**config.mk**
```make
export PLATFORM = sky130hd
export DESIGN_NAME = servio_loader
export DESIGN_NICKNAME = d
export VERILOG_FILES = /design/src/rtl/servio_pkg.sv /design/src/rtl/servio_loader_timer.sv /design/src/rtl/servio_loader.sv
export SDC_FILE = /design/constraint.sdc
export NUM_CORES = 1
export LEC_CHECK = 0
export BUFFER_PORTS_ARGS = -buffer_cell sky130_fd_sc_hd__buf_4
export CORE_MARGIN = 1
export CORE_UTILIZATION = 45
export CTS_CLUSTER_SIZE = 14
export DETAILED_ROUTE_END_ITERATION = 12
export PLACE_DENSITY = 0.71
export SLEW_MARGIN = 20
export SYNTH_ARGS = -nofsm -noshare
export SYNTH_HDL_FRONTEND = slang
export SYNTH_SLANG_ARGS = --single-unit
```
**constraint.sdc**
```tcl
create_clock -name clk -period 2 [get_ports clk]
set_input_delay 0.4 -clock clk [delete_from_list [all_inputs] [get_ports clk]]
set_output_delay 0.4 -clock clk [all_outputs]
set_load 0.005 [all_outputs]
```
**src/rtl/servio_pkg.sv**
```systemverilog
// -----------------------------------------------------------------------------
// servio_pkg
// Shared definitions for the servio boot loader: the frame sync byte, the
// loader state encoding, the error codes reported on err_code, and the
// running-checksum helper.
// -----------------------------------------------------------------------------
package servio_pkg;

    // First byte of every frame; any other byte seen while idle is discarded.
    localparam logic [7:0] SYNC_BYTE = 8'hA5;

    // Error codes presented on err_code alongside the err pulse.
    localparam logic [1:0] ERR_CKSUM   = 2'b01;
    localparam logic [1:0] ERR_TIMEOUT = 2'b10;

    // Framing states, in the order the header fields arrive.
    typedef enum logic [2:0] {
        ST_IDLE = 3'd0,
        ST_A_HI = 3'd1,
        ST_A_LO = 3'd2,
        ST_L_HI = 3'd3,
        ST_L_LO = 3'd4,
        ST_DATA = 3'd5,
        ST_CKS  = 3'd6
    } loader_state_e;

    // Modulo-256 accumulation used for the frame checksum.
    function automatic logic [7:0] cksum_add(input logic [7:0] sum,
                                             input logic [7:0] data);
        return sum + data;
    endfunction

endpackage

```
**src/rtl/servio_loader_timer.sv**
```systemverilog
// -----------------------------------------------------------------------------
// servio_loader_timer
// Inter-byte timeout counter. While enabled it counts clock cycles; clr_i
// restarts it from zero and takes priority over expiry, so a byte arriving
// on the last permitted cycle always wins. expire_o is asserted combinationally
// on the cycle whose edge would bring the count to LIMIT.
//
// Ports:
//   clk      in   clock
//   rst_n    in   asynchronous active-low reset
//   clr_i    in   restart the count (a byte was accepted)
//   en_i     in   count this cycle (a frame is in progress)
//   expire_o out  LIMIT idle cycles have elapsed at the coming edge
// -----------------------------------------------------------------------------
module servio_loader_timer #(
    parameter int unsigned LIMIT = 65535
) (
    input  logic clk,
    input  logic rst_n,
    input  logic clr_i,
    input  logic en_i,
    output logic expire_o
);

    // Count spans 0 .. LIMIT-1; reaching LIMIT is the expiry event itself.
    localparam int unsigned CW = (LIMIT < 2) ? 1 : $clog2(LIMIT);
    localparam logic [CW-1:0] TERM = CW'(LIMIT - 1);

    generate
        if (LIMIT < 1) begin : g_bad_limit
            $error("servio_loader_timer: LIMIT must be at least 1");
        end
    endgenerate

    logic [CW-1:0] cnt_q;
    logic [CW-1:0] cnt_d;

    assign expire_o = en_i && !clr_i && (cnt_q == TERM);

    // Next count: restart on clear, when idle, or on expiry; otherwise step.
    always_comb begin
        cnt_d = cnt_q;
        if (clr_i || !en_i || (cnt_q == TERM)) begin
            cnt_d = '0;
        end else begin
            cnt_d = cnt_q + 1'b1;
        end
    end

    // Count register.
    always_ff @(posedge clk or negedge rst_n) begin
        if (!rst_n) begin
            cnt_q <= '0;
        end else begin
            cnt_q <= cnt_d;
        end
    end

endmodule

```
**src/rtl/servio_loader.sv**
```systemverilog
// -----------------------------------------------------------------------------
// servio_loader
// Byte-stream boot loader feeding the servio ROM s1 write port. Parses frames
//   A5, ADDR_HI, ADDR_LO, LEN_HI, LEN_LO, LEN data bytes [, CKSUM]
// and turns every data byte into a single-cycle registered write strobe.
// The stream is never back-pressured: s_ready is high whenever out of reset.
//
// Build option: define SERVIO_LOADER_CKSUM_EN to expect a trailing CKSUM byte
// and check that the 8-bit sum of every byte after sync (CKSUM included) is 0.
// Without it the frame ends after the last data byte (or LEN_LO if LEN = 0)
// and no checksum logic is built.
//
// Ports:
//   clk        in   clock
//   reset      in   asynchronous active-low reset
//   s_valid    in   input byte valid
//   s_ready    out  loader accepts byte
//   s_data     in   input byte
//   wb_m_adr   out  ROM write address (low $clog2(DATA_DEPTH) bits)
//   wb_m_cyc   out  one-cycle write strobe
//   wb_m_we    out  write enable, identical to wb_m_cyc
//   wb_m_dat   out  ROM write data
//   busy       out  frame in progress
//   done       out  one-cycle pulse, frame completed OK
//   err        out  one-cycle pulse, frame failed
//   err_code   out  01 checksum, 10 timeout; holds until the next err
// -----------------------------------------------------------------------------
module servio_loader
    import servio_pkg::*;
#(
    parameter int unsigned DATA_DEPTH     = 1024,
    parameter int unsigned DATA_WIDTH     = 8,
    parameter int unsigned TIMEOUT_CYCLES = 65535
) (
    input  logic                          clk,
    input  logic                          reset,
    input  logic                          s_valid,
    output logic                          s_ready,
    input  logic [DATA_WIDTH-1:0]         s_data,
    output logic [$clog2(DATA_DEPTH)-1:0] wb_m_adr,
    output logic                          wb_m_cyc,
    output logic                          wb_m_we,
    output logic [DATA_WIDTH-1:0]         wb_m_dat,
    output logic                          busy,
    output logic                          done,
    output logic                          err,
    output logic [1:0]                    err_code
);

    localparam int unsigned   AW       = $clog2(DATA_DEPTH);
    localparam logic [AW-1:0] PTR_LAST = AW'(DATA_DEPTH - 1);

`ifdef SERVIO_LOADER_CKSUM_EN
    localparam logic          CKSUM_EN = 1'b1;
    localparam loader_state_e ST_TAIL  = ST_CKS;
`else
    localparam logic          CKSUM_EN = 1'b0;
    localparam loader_state_e ST_TAIL  = ST_IDLE;
`endif

    generate
        if (DATA_WIDTH != 8) begin : g_bad_width
            $error("servio_loader: only DATA_WIDTH = 8 is supported");
        end
        if ((DATA_DEPTH < 2) || (DATA_DEPTH > 65536)) begin : g_bad_depth
            $error("servio_loader: DATA_DEPTH must lie in 2..65536");
        end
    endgenerate

    // ------------------------------------------------------------------
    // Declarations
    // ------------------------------------------------------------------
    loader_state_e         state_q;
    loader_state_e         state_d;

    logic                  ready_q;
    logic [7:0]            addr_hi_q;
    logic [7:0]            addr_hi_d;
    logic [AW-1:0]         ptr_q;
    logic [AW-1:0]         ptr_d;
    logic [15:0]           len_q;
    logic [15:0]           len_d;

    logic                  wb_cyc_q;
    logic                  wb_cyc_d;
    logic [AW-1:0]         wb_adr_q;
    logic [AW-1:0]         wb_adr_d;
    logic [DATA_WIDTH-1:0] wb_dat_q;
    logic [DATA_WIDTH-1:0] wb_dat_d;
    logic                  busy_q;
    logic                  done_q;
    logic                  done_d;
    logic                  err_q;
    logic                  err_d;
    logic [1:0]            err_code_q;
    logic [1:0]            err_code_d;

    logic                  accept_s;
    logic                  in_frame_s;
    logic                  expire_s;
    logic                  cksum_ok_s;
    logic [15:0]           addr_full_s;
    logic [15:0]           len_full_s;
    logic [AW-1:0]         ptr_inc_s;

    assign accept_s    = s_valid && ready_q;
    assign in_frame_s  = (state_q != ST_IDLE);
    assign addr_full_s = {addr_hi_q, s_data};
    assign len_full_s  = {len_q[15:8], s_data};
    // Explicit wrap keeps the pointer inside the ROM even for non-power-of-2 depths.
    assign ptr_inc_s   = (ptr_q == PTR_LAST) ? '0 : (ptr_q + 1'b1);

    // ------------------------------------------------------------------
    // Inter-byte timeout
    // ------------------------------------------------------------------
    servio_loader_timer #(
        .LIMIT (TIMEOUT_CYCLES)
    ) u_timer (
        .clk      (clk),
        .rst_n    (reset),
        .clr_i    (accept_s),
        .en_i     (in_frame_s),
        .expire_o (expire_s)
    );

    // ------------------------------------------------------------------
    // Running checksum (only built when the CKSUM byte is part of the frame)
    // ------------------------------------------------------------------
`ifdef SERVIO_LOADER_CKSUM_EN
    logic [7:0] sum_q;
    logic [7:0] sum_d;

    // The frame is good when adding the CKSUM byte brings the sum to zero.
    assign cksum_ok_s = (cksum_add(sum_q, s_data) == 8'h00);

    // Sum restarts on any idle byte and accumulates every byte after sync.
    always_comb begin
        sum_d = sum_q;
        if (accept_s) begin
            if (state_q == ST_IDLE) begin
                sum_d = 8'h00;
            end else begin
                sum_d = cksum_add(sum_q, s_data);
            end
        end else begin
            sum_d = sum_q;
        end
    end

    // Checksum accumulator register.
    always_ff @(posedge clk or negedge reset) begin
        if (!reset) begin
            sum_q <= 8'h00;
        end else begin
            sum_q <= sum_d;
        end
    end
`else
    assign cksum_ok_s = 1'b0;
`endif

    // ------------------------------------------------------------------
    // Framing FSM
    // ------------------------------------------------------------------

    // State register.
    always_ff @(posedge clk or negedge reset) begin
        if (!reset) begin
            state_q <= ST_IDLE;
        end else begin
            state_q <= state_d;
        end
    end

    // Next-state logic; a timeout abandons the frame from any state.
    always_comb begin
        state_d = state_q;
        if (expire_s) begin
            state_d = ST_IDLE;
        end else if (accept_s) begin
            case (state_q)
                ST_IDLE: begin
                    // Non-sync bytes between frames are dropped silently.
                    if (s_data == SYNC_BYTE) begin
                        state_d = ST_A_HI;
                    end else begin
                        state_d = ST_IDLE;
                    end
                end
                ST_A_HI: state_d = ST_A_LO;
                ST_A_LO: state_d = ST_L_HI;
                ST_L_HI: state_d = ST_L_LO;
                ST_L_LO: begin
                    if (len_full_s == 16'd0) begin
                        state_d = ST_TAIL;
                    end else begin
                        state_d = ST_DATA;
                    end
                end
                ST_DATA: begin
                    // len_q counts the data bytes still to come.
                    if (len_q == 16'd1) begin
                        state_d = ST_TAIL;
                    end else begin
                        state_d = ST_DATA;
                    end
                end
                ST_CKS:  state_d = ST_IDLE;
                default: state_d = ST_IDLE;
            endcase
        end else begin
            state_d = state_q;
        end
    end

    // Output and datapath next values: header capture, write strobe, status.
    always_comb begin
        addr_hi_d  = addr_hi_q;
        ptr_d      = ptr_q;
        len_d      = len_q;
        wb_cyc_d   = 1'b0;
        wb_adr_d   = wb_adr_q;
        wb_dat_d   = wb_dat_q;
        done_d     = 1'b0;
        err_d      = 1'b0;
        err_code_d = err_code_q;
        if (expire_s) begin
            err_d      = 1'b1;
            err_code_d = ERR_TIMEOUT;
        end else if (accept_s) begin
            case (state_q)
                ST_IDLE: begin
                    addr_hi_d = addr_hi_q;
                end
                ST_A_HI: begin
                    addr_hi_d = s_data;
                end
                ST_A_LO: begin
                    ptr_d = addr_full_s[AW-1:0];
                end
                ST_L_HI: begin
                    len_d = {s_data, 8'h00};
                end
                ST_L_LO: begin
                    len_d  = len_full_s;
                    // With no CKSUM byte an empty frame completes right here.
                    done_d = !CKSUM_EN && (len_full_s == 16'd0);
                end
                ST_DATA: begin
                    wb_cyc_d = 1'b1;
                    wb_adr_d = ptr_q;
                    wb_dat_d = s_data;
                    ptr_d    = ptr_inc_s;
                    len_d    = len_q - 16'd1;
                    done_d   = !CKSUM_EN && (len_q == 16'd1);
                end
                ST_CKS: begin
                    // Data has already been written; only the status reflects the result.
                    done_d = cksum_ok_s;
                    err_d  = !cksum_ok_s;
                    if (cksum_ok_s) begin
                        err_code_d = err_code_q;
                    end else begin
                        err_code_d = ERR_CKSUM;
                    end
                end
                default: begin
                    addr_hi_d = addr_hi_q;
                end
            endcase
        end else begin
            err_code_d = err_code_q;
        end
    end

    // Output, pointer and header registers; reset drops any pending strobe.
    always_ff @(posedge clk or negedge reset) begin
        if (!reset) begin
            ready_q    <= 1'b0;
            addr_hi_q  <= 8'h00;
            ptr_q      <= '0;
            len_q      <= 16'd0;
            wb_cyc_q   <= 1'b0;
            wb_adr_q   <= '0;
            wb_dat_q   <= '0;
            busy_q     <= 1'b0;
            done_q     <= 1'b0;
            err_q      <= 1'b0;
            err_code_q <= 2'b00;
        end else begin
            ready_q    <= 1'b1;
            addr_hi_q  <= addr_hi_d;
            ptr_q      <= ptr_d;
            len_q      <= len_d;
            wb_cyc_q   <= wb_cyc_d;
            wb_adr_q   <= wb_adr_d;
            wb_dat_q   <= wb_dat_d;
            busy_q     <= (state_d != ST_IDLE);
            done_q     <= done_d;
            err_q      <= err_d;
            err_code_q <= err_code_d;
        end
    end

    assign s_ready  = ready_q;
    assign wb_m_adr = wb_adr_q;
    assign wb_m_cyc = wb_cyc_q;
    assign wb_m_we  = wb_cyc_q;
    assign wb_m_dat = wb_dat_q;
    assign busy     = busy_q;
    assign done     = done_q;
    assign err      = err_q;
    assign err_code = err_code_q;

endmodule

```
* Yosys cells after proc, flatten, opt, wreduce, memory -nomap -nowiden
Index checks and enable logic that the tools add are counted.
Widths: inputs -> output; s select.
** Storage, ports and cells
- Register bits after elaboration :: 72
- Input port bits :: 11
- Output and inout port bits :: 26
- Word-level logic and storage cells :: 73
** Operators by class
- $add $sub $neg :: 3
- Eq/ne operators :: 10
- Mux-type cells :: 22
- Bitwise operators :: 2
- Reductions and logical operators :: 22
** Operators with widths (count)
- $pmux 16 s3 :: 1
- $pmux 10 s2 :: 1
- $pmux 3 s6 :: 1
- $add 16x1->16 const B :: 1
- $eq 16x1->1 const B :: 1
- $eq 16x16->1 const B :: 1
- $logic_not 16->1 :: 1
- $mux 16 :: 1
- $sub 16x1->16 const B :: 1
- $mux 3 :: 4
- $reduce_and 3->1 :: 4
- $add 10x1->10 const B :: 1
- $eq 10x10->1 const B :: 1
- $mux 10 :: 1
- $eq 3x3->1 const B :: 3
- $mux 1 :: 9
- $reduce_bool 3->1 :: 3
- $eq 8x8->1 const B :: 1
- $reduce_bool 2->1 :: 4
- $eq 3x2->1 const B :: 2
- $mux 2 :: 3
- $reduce_and 4->1 :: 1
- $eq 3x1->1 const B :: 1
- $logic_and 1x1->1 :: 3
- other kinds (6) :: 9

* Depth between registers and ports, before layout
Gate-level depths: netlist of run 1.
- Depth after elaboration :: 6
- Depth in mapped cells :: 7
- Mapped depth without buffers :: 6

* Hierarchy
A second synthesis of run 1 with hierarchy kept.
** Second synthesis, totals
- Cell total of the unflattened synthesis :: 380
- Area total of the unflattened synthesis :: 3727.3 µm²
** By module, submodules not included
- servio_loader :: instances 1, cells an instance 301, area an instance 2906.5 µm², sequential area each 1401.3 µm²
- servio_loader_timer :: instances 1, cells an instance 79, area an instance 820.8 µm², sequential area each 400.4 µm²

* Worst setup path before layout of run 1
Ideal clock, no wire load.
- Path kind :: register -> register
- Start :: register len_q[4]
- End :: register len_q[9]
- Setup time :: 126 ps
- Arrival :: 1658 ps
- Data required time :: 1874 ps
- Path slack :: 216 ps
- Cell stages (with the launch flop) :: 7
- Path buffers :: 2
- Period minus slack after synthesis :: 1784 ps
- Path through :: dfrtp_1 > buf_2 > or4_1 > buf_2 > nor3_1 > o21ai_0 > a221o_1
** Between the ends
- Longest elaborated chain between the ends :: 2
** Ends and longest elaborated chain
- from (decl) :: line servio_loader.sv:81 : logic [15:0] len_q;
- from (signal assigned) :: line servio_loader.sv:294 : len_q <= len_d;
- $sub 16x1->16 :: line servio_loader.sv:254 : len_d = len_q - 16'd1;
- $pmux 16 s3 :: line servio_loader.sv:231 : case (state_q)
No other way between the ends.
A chain may end at the register's enable or synchronous reset.

* Worst setup path in the final report of run 1
- Start :: register len_q[6]
- End :: register len_q[13]
Same word-level chain as after synthesis.

==> impl_results.md, run 1 <==
* First-pass GRT wire length at 15.4 mm
* Area share of the largest cell type after synthesis at 0.465
* Hold buffers post-CTS at 0
* Most frequent cells in the layout: dfrtp_1 (71), buf_4 (63), nor2_1 (32), o21ai_0 (27), nand2_1 (22)
* Worst r2r path cells at 4
* Total negative setup slack at 0 ns
* WL final at around 9.3 mm
* P_leak at 2.12 nW
* Crit Reg-Reg Startpoint: len_q[6]
* Top Ports at 37
* Final worst setup slack at 0.135 ns
* Dominant synthesized flop cell: dfrtp_1
* Post-CTS Resized at 0
* Max-cap viol count at 0
* Status: completed
* CP max stage delay at 0.65 ns
* Buffers added on ports at 36
* P per Cell Area at 813 nW/um2
* Final instance area at 4600 um2
* Required @ worst endpoint at 2.28 ns
* Post-synth EDFFs at 0
* Largest net degree at the start of global routing at 73
* R2R setup slack at 0.13 ns
* Commonest non-fill, non-tap cell in the layout: dfrtp_1
* CP Max Fanout at 7
* Final #Nets at 464
* Antenna Nets Post-Route at 0
* Clock latency on the worst-skew pair at 0.35 ns
* Placeable Area at 8260 um2
* Crit path launch type: flip-flop
* Syn. warnings at 0
* Post-layout minimum cycle time at about 1.9 ns
* Clock sink total at just over 70
* Yosys reg bits at around 70
* Slew Viols, Final at 0
* Share of cells above drive strength 1 at 0.221
* Period utilization at 0.933
* CTS Buf Count at 9
* Peak supply drop at ~350 uV
* Syn avg cell area at 9.64 um2
* DRT Pass-1 Iters at 5
* Area growth syn-to-layout at 18.7%
* Final GP Congestion at 0.899
* Die X at 94.8 um
* Count of cell types in the netlist at 58
* Layout Utilization at 0.557
* DR vias at 3,304
* Peak Freq at roughly 0.54 GHz
* RR Endpoint: len_q[13]
* Ys async rst share at 1.00
* Initial Utilization at 0.469
* DR iter-0 viols at 222
* Worst path cell trace: or4_1, nor4_1, a22oi_1, o2bb2ai_1
* Leading area contributor after synthesis: dfrtp_1
* H-tree levels at 3
* Placed cell count at between 500 and 600
* Antenna diodes at 0
* CTS max path bufs at 2
* Crit path DAT at 2.15 ns
* Hold Path Class: primary input to asynchronous set/reset pin
* Post-Syn Instances at 402
* TritonCTS clock tree: yes
* Clock Skew at ~0.013 ns
* Hold Vio Cnt, Final at 0
* Core Rows at 33
* Largest cells by area after synthesis: dfrtp_1 (46%), mux2_2 (4.6%), o21ai_0 (3.5%)
* Max stage delay cell, worst path: or4_1
* # setup viols final at 0
* Number of global-route vias before repair at just over 3,000
* CTS clk-pin slew, worst paths at 0.09 ns
* Routed wire per std cell at 16.7 um
* Die ar. at approximately 9000 um2
* Unrepaired setup endpoints after global routing: false
* Overall Global Routing Usage at 0.225
* Worst setup EP type: flip-flop
* Clock root buffer: clkbuf_8
* Initial antenna violation count at 0
* Overall power at around 3.7 mW
* Critical path type: flip-flop to flip-flop
* Post-synthesis sequential area ratio at 0.465
* Syn Nets at 418
* Gr ovfl total at 0
* Postcts setup bufs at 0
* Final hold slack at 0.0204 ns
* Drt via density at 5.92
* Chip height at 94.8 um
* Final Non-Filler Cells at 558
* Mapped cell area at 3880 um2
* DR DRC count at 0
* DP Area at 4370 um2
* Hpwl dp at around 6.4 mm
* Placement Setup Slack at slightly above 0.05 ns
==> synth_stat cells, drive strengths merged, types with 6 or more instances <==
library cell,number
nor4,12
nor3,7
a31oi,9
nand4,14
a22oi,6
o21ai,28
nand3,19
mux2,16
inv,12
o2bb2ai,6
a21oi,11
xor2,12
nand2,22
and2,8
buf,16
dfrtp,72
clkbuf,13
and3,9
nor2,32
==> registers in the layout, summed over array words and instances, names as in the netlist <==
| signal | flops |
|---|---|
| len_q | 16 |
| u_timer.cnt_q | 16 |
| ptr_q | 10 |
| wb_m_adr | 10 |
| wb_m_dat | 8 |
| state_q | 3 |
| addr_hi_q | 2 |
| err_code | 2 |
| busy | 1 |
| done | 1 |
| err | 1 |
| s_ready | 1 |
| wb_m_cyc | 1 |
==> report_power, final <==
group	internal [mW]	switching [mW]	total, mW
Combinational	0.308	0.383	0.691
Sequential	1.57	0.144	1.71
Clock	0.769	0.567	1.34
Total	2.65	1.09	3.74
==> per-layer routing <==
metal | GRT usage | vias up | part of all wire
li1 | - | 1574 | -
met5 | 0 | - | 0
met2 | 0.342 | 108 | 0.47
met4 | 0.0871 | 0 | 0.017
met1 | 0.309 | 1601 | 0.45
met3 | 0.0523 | 21 | 0.061
==> how the worst max path moves through the flow <==
| stage | startpoint | endpoint | slack, ns |
|---|---|---|---|
| CTS | len_q[0] | len_q[14] | 0.04 |
| floorplan | len_q[4] | len_q[9] | 0.22 |
| finish | len_q[6] | len_q[13] | 0.13 |
| global placement | len_q[0] | len_q[14] | 0.14 |
| global route | state_q[0] | len_q[15] | 0.02 |
| detailed placement | len_q[0] | len_q[14] | 0.05 |
==> kinds of logic after synthesis <==
logic type / synth area share
simple gates: 0.221
compound gates: 0.155
flops: 0.465
buf+inv: 0.0465
mux: 0.0594
xor+xnor: 0.0362
fa+ha+maj: 0.0161
other cells: 0.000967
==> cell type report <==
type | instances | area [um2]
sequential | 72 | 1800
fill | 752 | 3660
multi-input combinational | 289 | 1900
tap | 105 | 131
clock buffer | 11 | 151
inverter | 12 | 45.0
timing repair buffer | 64 | 493
clock inverter | 5 | 78.8
==> critical path: cells and delay by family (launching register included) <==
kind / cells / cell delay, ns
flops: 1 / 0.41
compound gates: 2 / 0.28
simple gates: 2 / 1.09
(Power assumes the default switching activity.)
==> run 2, diff against run 1 <==
CORE_ASPECT_RATIO = 0.7   (was default)
==> run 2 against run 1 <==
Net effect:
- register-to-register slack lost 0.06 ns
- die area about the same
- clock-buffer cell count decreased by 2
- cell count increased by 0.36%
- worst hold slack better by 0.32 ns
- design area increased by 2.0%
- total power rose by 5.9%
==> impl_results.md, run 2 (same netlist as run 1, synthesis figures left out) <==
* Status: completed
* Critical path type: flip-flop to flip-flop
* Top Ports at 37
* Unrepaired setup endpoints after global routing: false
* Part of the power in combinational logic at 0.190
* Final hold slack at 0.340 ns
* Area growth syn-to-layout at 21.0%
* Most frequent cells in the layout: dfrtp_1 (72), buf_4 (68), nor2_1 (32), o21ai_0 (26), nand2_1 (22)
* Worst slew pin tran at ~0.70 ns
* DR iter-0 viols at 269
* CP Max Fanout at 7
* Clock Skew at 0.00670 ns
* Clock root buffer: clkbuf_16
* DP Area at 4400 um2
* WL final at around 9.8 mm
* Hold Vio Cnt, Final at 0
* Switching Share at 0.305
* Placeable Area at 8110 um2
* Total negative setup slack at 0 ns
* TritonCTS clock tree: yes
* Worst r2r path cells at 4
* Sequential fraction of design power at 0.427
* Antenna Nets Post-Route at 0
* Final instance area at approximately 4700 um2
* Core Rows at 27
* First-pass GRT wire length at approximately 16 mm
* Post-layout minimum cycle time at 1.93 ns
* P per Cell Area at 845 nW/um2
* CTS Buf Count at 9
* Worst setup path endpoint: len_q[13]
* Final GP Congestion at 0.923
* Max-cap viol count at 0
* # setup viols final at 0
* Routed met2 length at 4.30 mm
* Worst setup EP type: flip-flop
* CP Launch Point: len_q[7]
* Die ar. at 8990 um2
* Clock share of power at 0.382
* Antenna diodes at 0
* Largest net degree at the start of global routing at 32
* Commonest non-fill, non-tap cell in the layout: dfrtp_1
* Crit Reg-Reg Startpoint: len_q[7]
* R2R setup slack at between 0.07 and 0.08 ns
* Switching Power at approximately 1.2 mW
* DR vias at 3,447
* Overall power at around 4.0 mW
* Peak supply drop at 575 uV
* Top flop regs: len_q: 16 flops, u_timer.cnt_q: 16 flops
* DRT Pass-1 Iters at 5
* Crit path launch type: flip-flop
* Initial antenna violation count at 0
* H-tree levels at 3
* Met1 wire length at 4.47 mm
* Hold Path Class: primary input to flip-flop
* Clock latency on the worst-skew pair at approximately 0.34 ns
* P_leak at 2.16 nW
* CTS clk-pin slew, worst paths at approximately 0.060 ns
* Overall Global Routing Usage at 0.237
* Period utilization at 0.963
* Rel. slew slack at 0.527
* Routed wire per std cell at between 15 and 20 um
* DR DRC count at 0
* Clock sink total at 72
* Gr ovfl total at 0
* Peak Freq at 0.519 GHz
* Share of cells above drive strength 1 at 0.227
* CTS max path bufs at 2
* Required @ worst endpoint at about 2.3 ns
* Highest Signal Layer: met4
* Fillers at 716
* Worst hold start: s_data[1]
* Crit path DAT at 2.18 ns
* Die X at 113 um
* Hold path cells at 3
* Postcts setup bufs at 0
* Met3 wire length at between 800 and 900 um
* Hpwl dp at between 6 and 7 mm
* Drt via density at slightly above 6
* Initial Utilization at 0.478
* Pint at between 2 and 3 mW
* Number of global-route vias before repair at about 3,300
* RR Endpoint: len_q[13]
* Chip height at about 80 um
* Buffers added on ports at 36
* Final #Nets at 470
* Slew Viols, Final at 0
run 2: changes by cell type in the layout (fill, tap and decap cells not counted), sizes merged:
| cell | before | now |
|---|---|---|
| buf | 64 | 69 |
| clkinvlp | 0 | 3 |
| inv | 12 | 15 |
| bufinv | 2 | 0 |
| clkbuf | 11 | 9 |
| clkinv | 3 | 1 |
| dlygate4sd3 | 0 | 1 |
run 2: worst max-delay path: stages, from the launching register on:
cell	delay [ns]
dfrtp_1	0.39
or4_1	0.70
nor4_1	0.45
a22oi_1	0.13
o2bb2ai_1	0.18
run 2: how the worst min path moves through the flow:
| stage | end |
|---|---|
| global route | addr_hi_q[1] |
| finish | addr_hi_q[1] |
| global placement | u_timer.cnt_q[7] |
| floorplan | addr_hi_q[0] |
| detailed placement | u_timer.cnt_q[8] |
| CTS | addr_hi_q[1] |
run 2: what timing repair did:
action,CTS,global route
hold buffers,1,0
endpoints found under the setup margin,0,5
gates resized for setup,0,2
endpoints found under the hold margin,22,0
run 2: per-layer routing:
metal  GRT usage  vias up
met1       0.329     1648
li1            -     1601
met4      0.0908        0
met3      0.0569       19
met5           0        -
met2       0.360      179
run 2: area by class of cell:
class,count,area [um2],area share
inverters,12,45.0,0.00961
clock buffers,9,225,0.0480
repair buffers,70,541,0.115
flip-flops and latches,72,1800,0.384
multi-input cells,289,1900,0.404
well taps,101,126,0.0269
clock inverters,7,53.8,0.0115
run 2: stage by stage:
step                setup WS [ns]  instances  utilization
floorplan                   0.216        402            -
global placement            0.157        543        0.542
detailed placement         0.0757        543        0.542
CTS                        0.0645        560        0.578
global route              0.00656        560        0.578
finish                     0.0746        560        0.578
run 2: power groups by stage:
stage | Clock, mW | Sequential (mW) | Combinational, mW
2_1_floorplan | 0 | 1.69 | 0.468
3_3_place_gp | 0 | 1.72 | 0.718
3_5_place_dp | 0 | 1.72 | 0.738
4_1_cts | 1.55 | 1.69 | 0.744
5_1_grt | 1.61 | 1.71 | 0.837
6_report | 1.52 | 1.69 | 0.753
==> run 3, diff against run 2 <==
BUFFER_PORTS_ARGS = -buffer_cell sky130_fd_sc_hd__buf_2   (was -buffer_cell sky130_fd_sc_hd__buf_4)
==> run 3 against run 2 <==
Net effect:
- non-clock buffer count unchanged
- largest cell class unchanged
- total power up 2.3%
- first-iteration DRC count grew 14%
- largest power group unchanged
==> impl_results.md, run 3 (same netlist as run 1, synthesis figures left out) <==
* Peak supply drop at 493 uV
* Crit path launch type: flip-flop
* Peak Freq at 0.525 GHz
* Area of the multi-input gates at 1930 um2
* Critical path type: flip-flop to flip-flop
* Required @ worst endpoint at 2.28 ns
* Slew Viols, Final at 0
* R2R setup slack at 0.1 ns
* H-tree levels at 3
* Largest net degree at the start of global routing at 73
* Initial Utilization at 0.478
* Total negative setup slack at 0 ns
* WL final at roughly 10 mm
* Routed wire per std cell at around 18 um
* Hold Path Class: primary input to asynchronous set/reset pin
* Period utilization at 0.952
* Share of cells above drive strength 1 at 0.240
* Hold Vio Cnt, Final at 0
* Clock root buffer: clkbuf_16
* FF/Latch Area at 1800 um2
* Status: completed
* First-pass GRT wire length at about 17 mm
* Top flop regs: len_q: 16 flops, u_timer.cnt_q: 16 flops
* Gr ovfl total at 0
* Placed cell count at 544
* Final GP Congestion at between 0.9 and 1
* DR vias at about 3,400
* Buffers added on ports at 36
* Crit path DAT at 2.18 ns
* Chip height at 79.7 um
* Clock sink total at roughly 70
* TritonCTS clock tree: yes
* Placeable Area at 8110 um2
* Met2 Resource Use GR at 0.372
* Post-layout minimum cycle time at 1.90 ns
* Fillers at 718
* Top Ports at 37
* Final Non-Filler Cells at 559
* Worst slew pin tran at 0.580 ns
* Final instance area at ~4600 um2
* DR iter-0 viols at 307
* CTS max path bufs at 2
* Commonest non-fill, non-tap cell in the layout: dfrtp_1
* Rel. slew slack at 0.608
* P per Cell Area at 874 nW/um2
* Die ar. at ~9000 um2
* Antenna diodes at 0
* Unrepaired setup endpoints after global routing: true
* Layout Utilization at 0.572
* Placement Setup Slack at 0.0807 ns
* CP Max Fanout at 7
* Final hold slack at about 0.079 ns
* Clock latency on the worst-skew pair at roughly 0.34 ns
* Hpwl dp at between 7 and 8 mm
* Final worst setup slack at 0.0958 ns
* DR DRC count at 0
* DRT Pass-1 Iters at 5
* P_leak at 2.17 nW
* Drt via density at just over 6
* Core Rows at 27
* Initial antenna violation count at 0
* Final #Nets at 470
* Clock Skew at 0.00502 ns
* Area growth syn-to-layout at 19.7%
* CTS clk-pin slew, worst paths at 0.05 ns
* Most frequent cells in the layout: dfrtp_1 (70), buf_2 (36), buf_4 (33), nor2_1 (32), o21ai_0 (26)
* Worst setup EP type: flip-flop
* Max-cap viol count at 0
* CTS Buf Count at 9
* Overall power at 4.05 mW
* Number of global-route vias before repair at approximately 3,300
* # setup viols final at 0
* Die X at 113 um
* Met1 usage at 0.351
* DP Area at 4320 um2
* Worst r2r path cells at 4
* Overall Global Routing Usage at 0.248
* Busiest grt layer: met2
* Antenna Nets Post-Route at 0
* M3 GR Usage at 0.0714
## run 3: cell count changes in the layout (fill, tap and decap cells not counted), sizes merged
cell | previous run | this run
inv | 15 | 12
clkinvlp | 3 | 0
clkinv | 1 | 3
clkbuf | 9 | 11
dlygate4sd3 | 1 | 0
buf | 69 | 70
bufinv | 0 | 1
## run 3: path summary, 6_finish.rpt
path,endpoint,startpoint
min reg2reg,wb_m_adr[2],wb_m_adr[2]
min,u_timer.cnt_q[7],reset
max reg2reg,len_q[5],len_q[3]
max in group asynchronous,state_q[0],reset
max,len_q[5],len_q[3]
min in group clk,wb_m_dat[6],s_data[6]
## run 3: layout make-up
cell class	count	area share
Sequential cell	72	0.389
Multi-Input combinational cell	289	0.415
Clock buffer	11	0.0523
Timing Repair Buffer	70	0.0966
Clock inverter	4	0.00971
Inverter	12	0.00971
Tap cell	101	0.0272
## run 3: critical path, cell delays in order (launching register included)
cell,delay [ns]
dfrtp_1,0.45
or4_1,0.71
or3_1,0.37
a31oi_1,0.17
a22o_1,0.14
## run 3: what timing repair did
item                       CTS  global route
setup endpoints to repair    0             9
gates resized for setup      0            10
buffers inserted             0             0
hold buffers                 0             0
## run 3: layer usage
metal	vias up	part of all wire	routed length, um
met5	-	0	0
met4	0	0.016	159
met3	21	0.097	987
met2	165	0.43	4350
met1	1601	0.46	4720
li1	1587	-	-
## run 3: where the power goes
group | total [mW] | switching, mW | internal, mW
combinational | 0.761 | 0.424 | 0.337
clock | 1.58 | 0.596 | 0.985
sequential | 1.71 | 0.136 | 1.57
total | 4.05 | 1.16 | 2.90
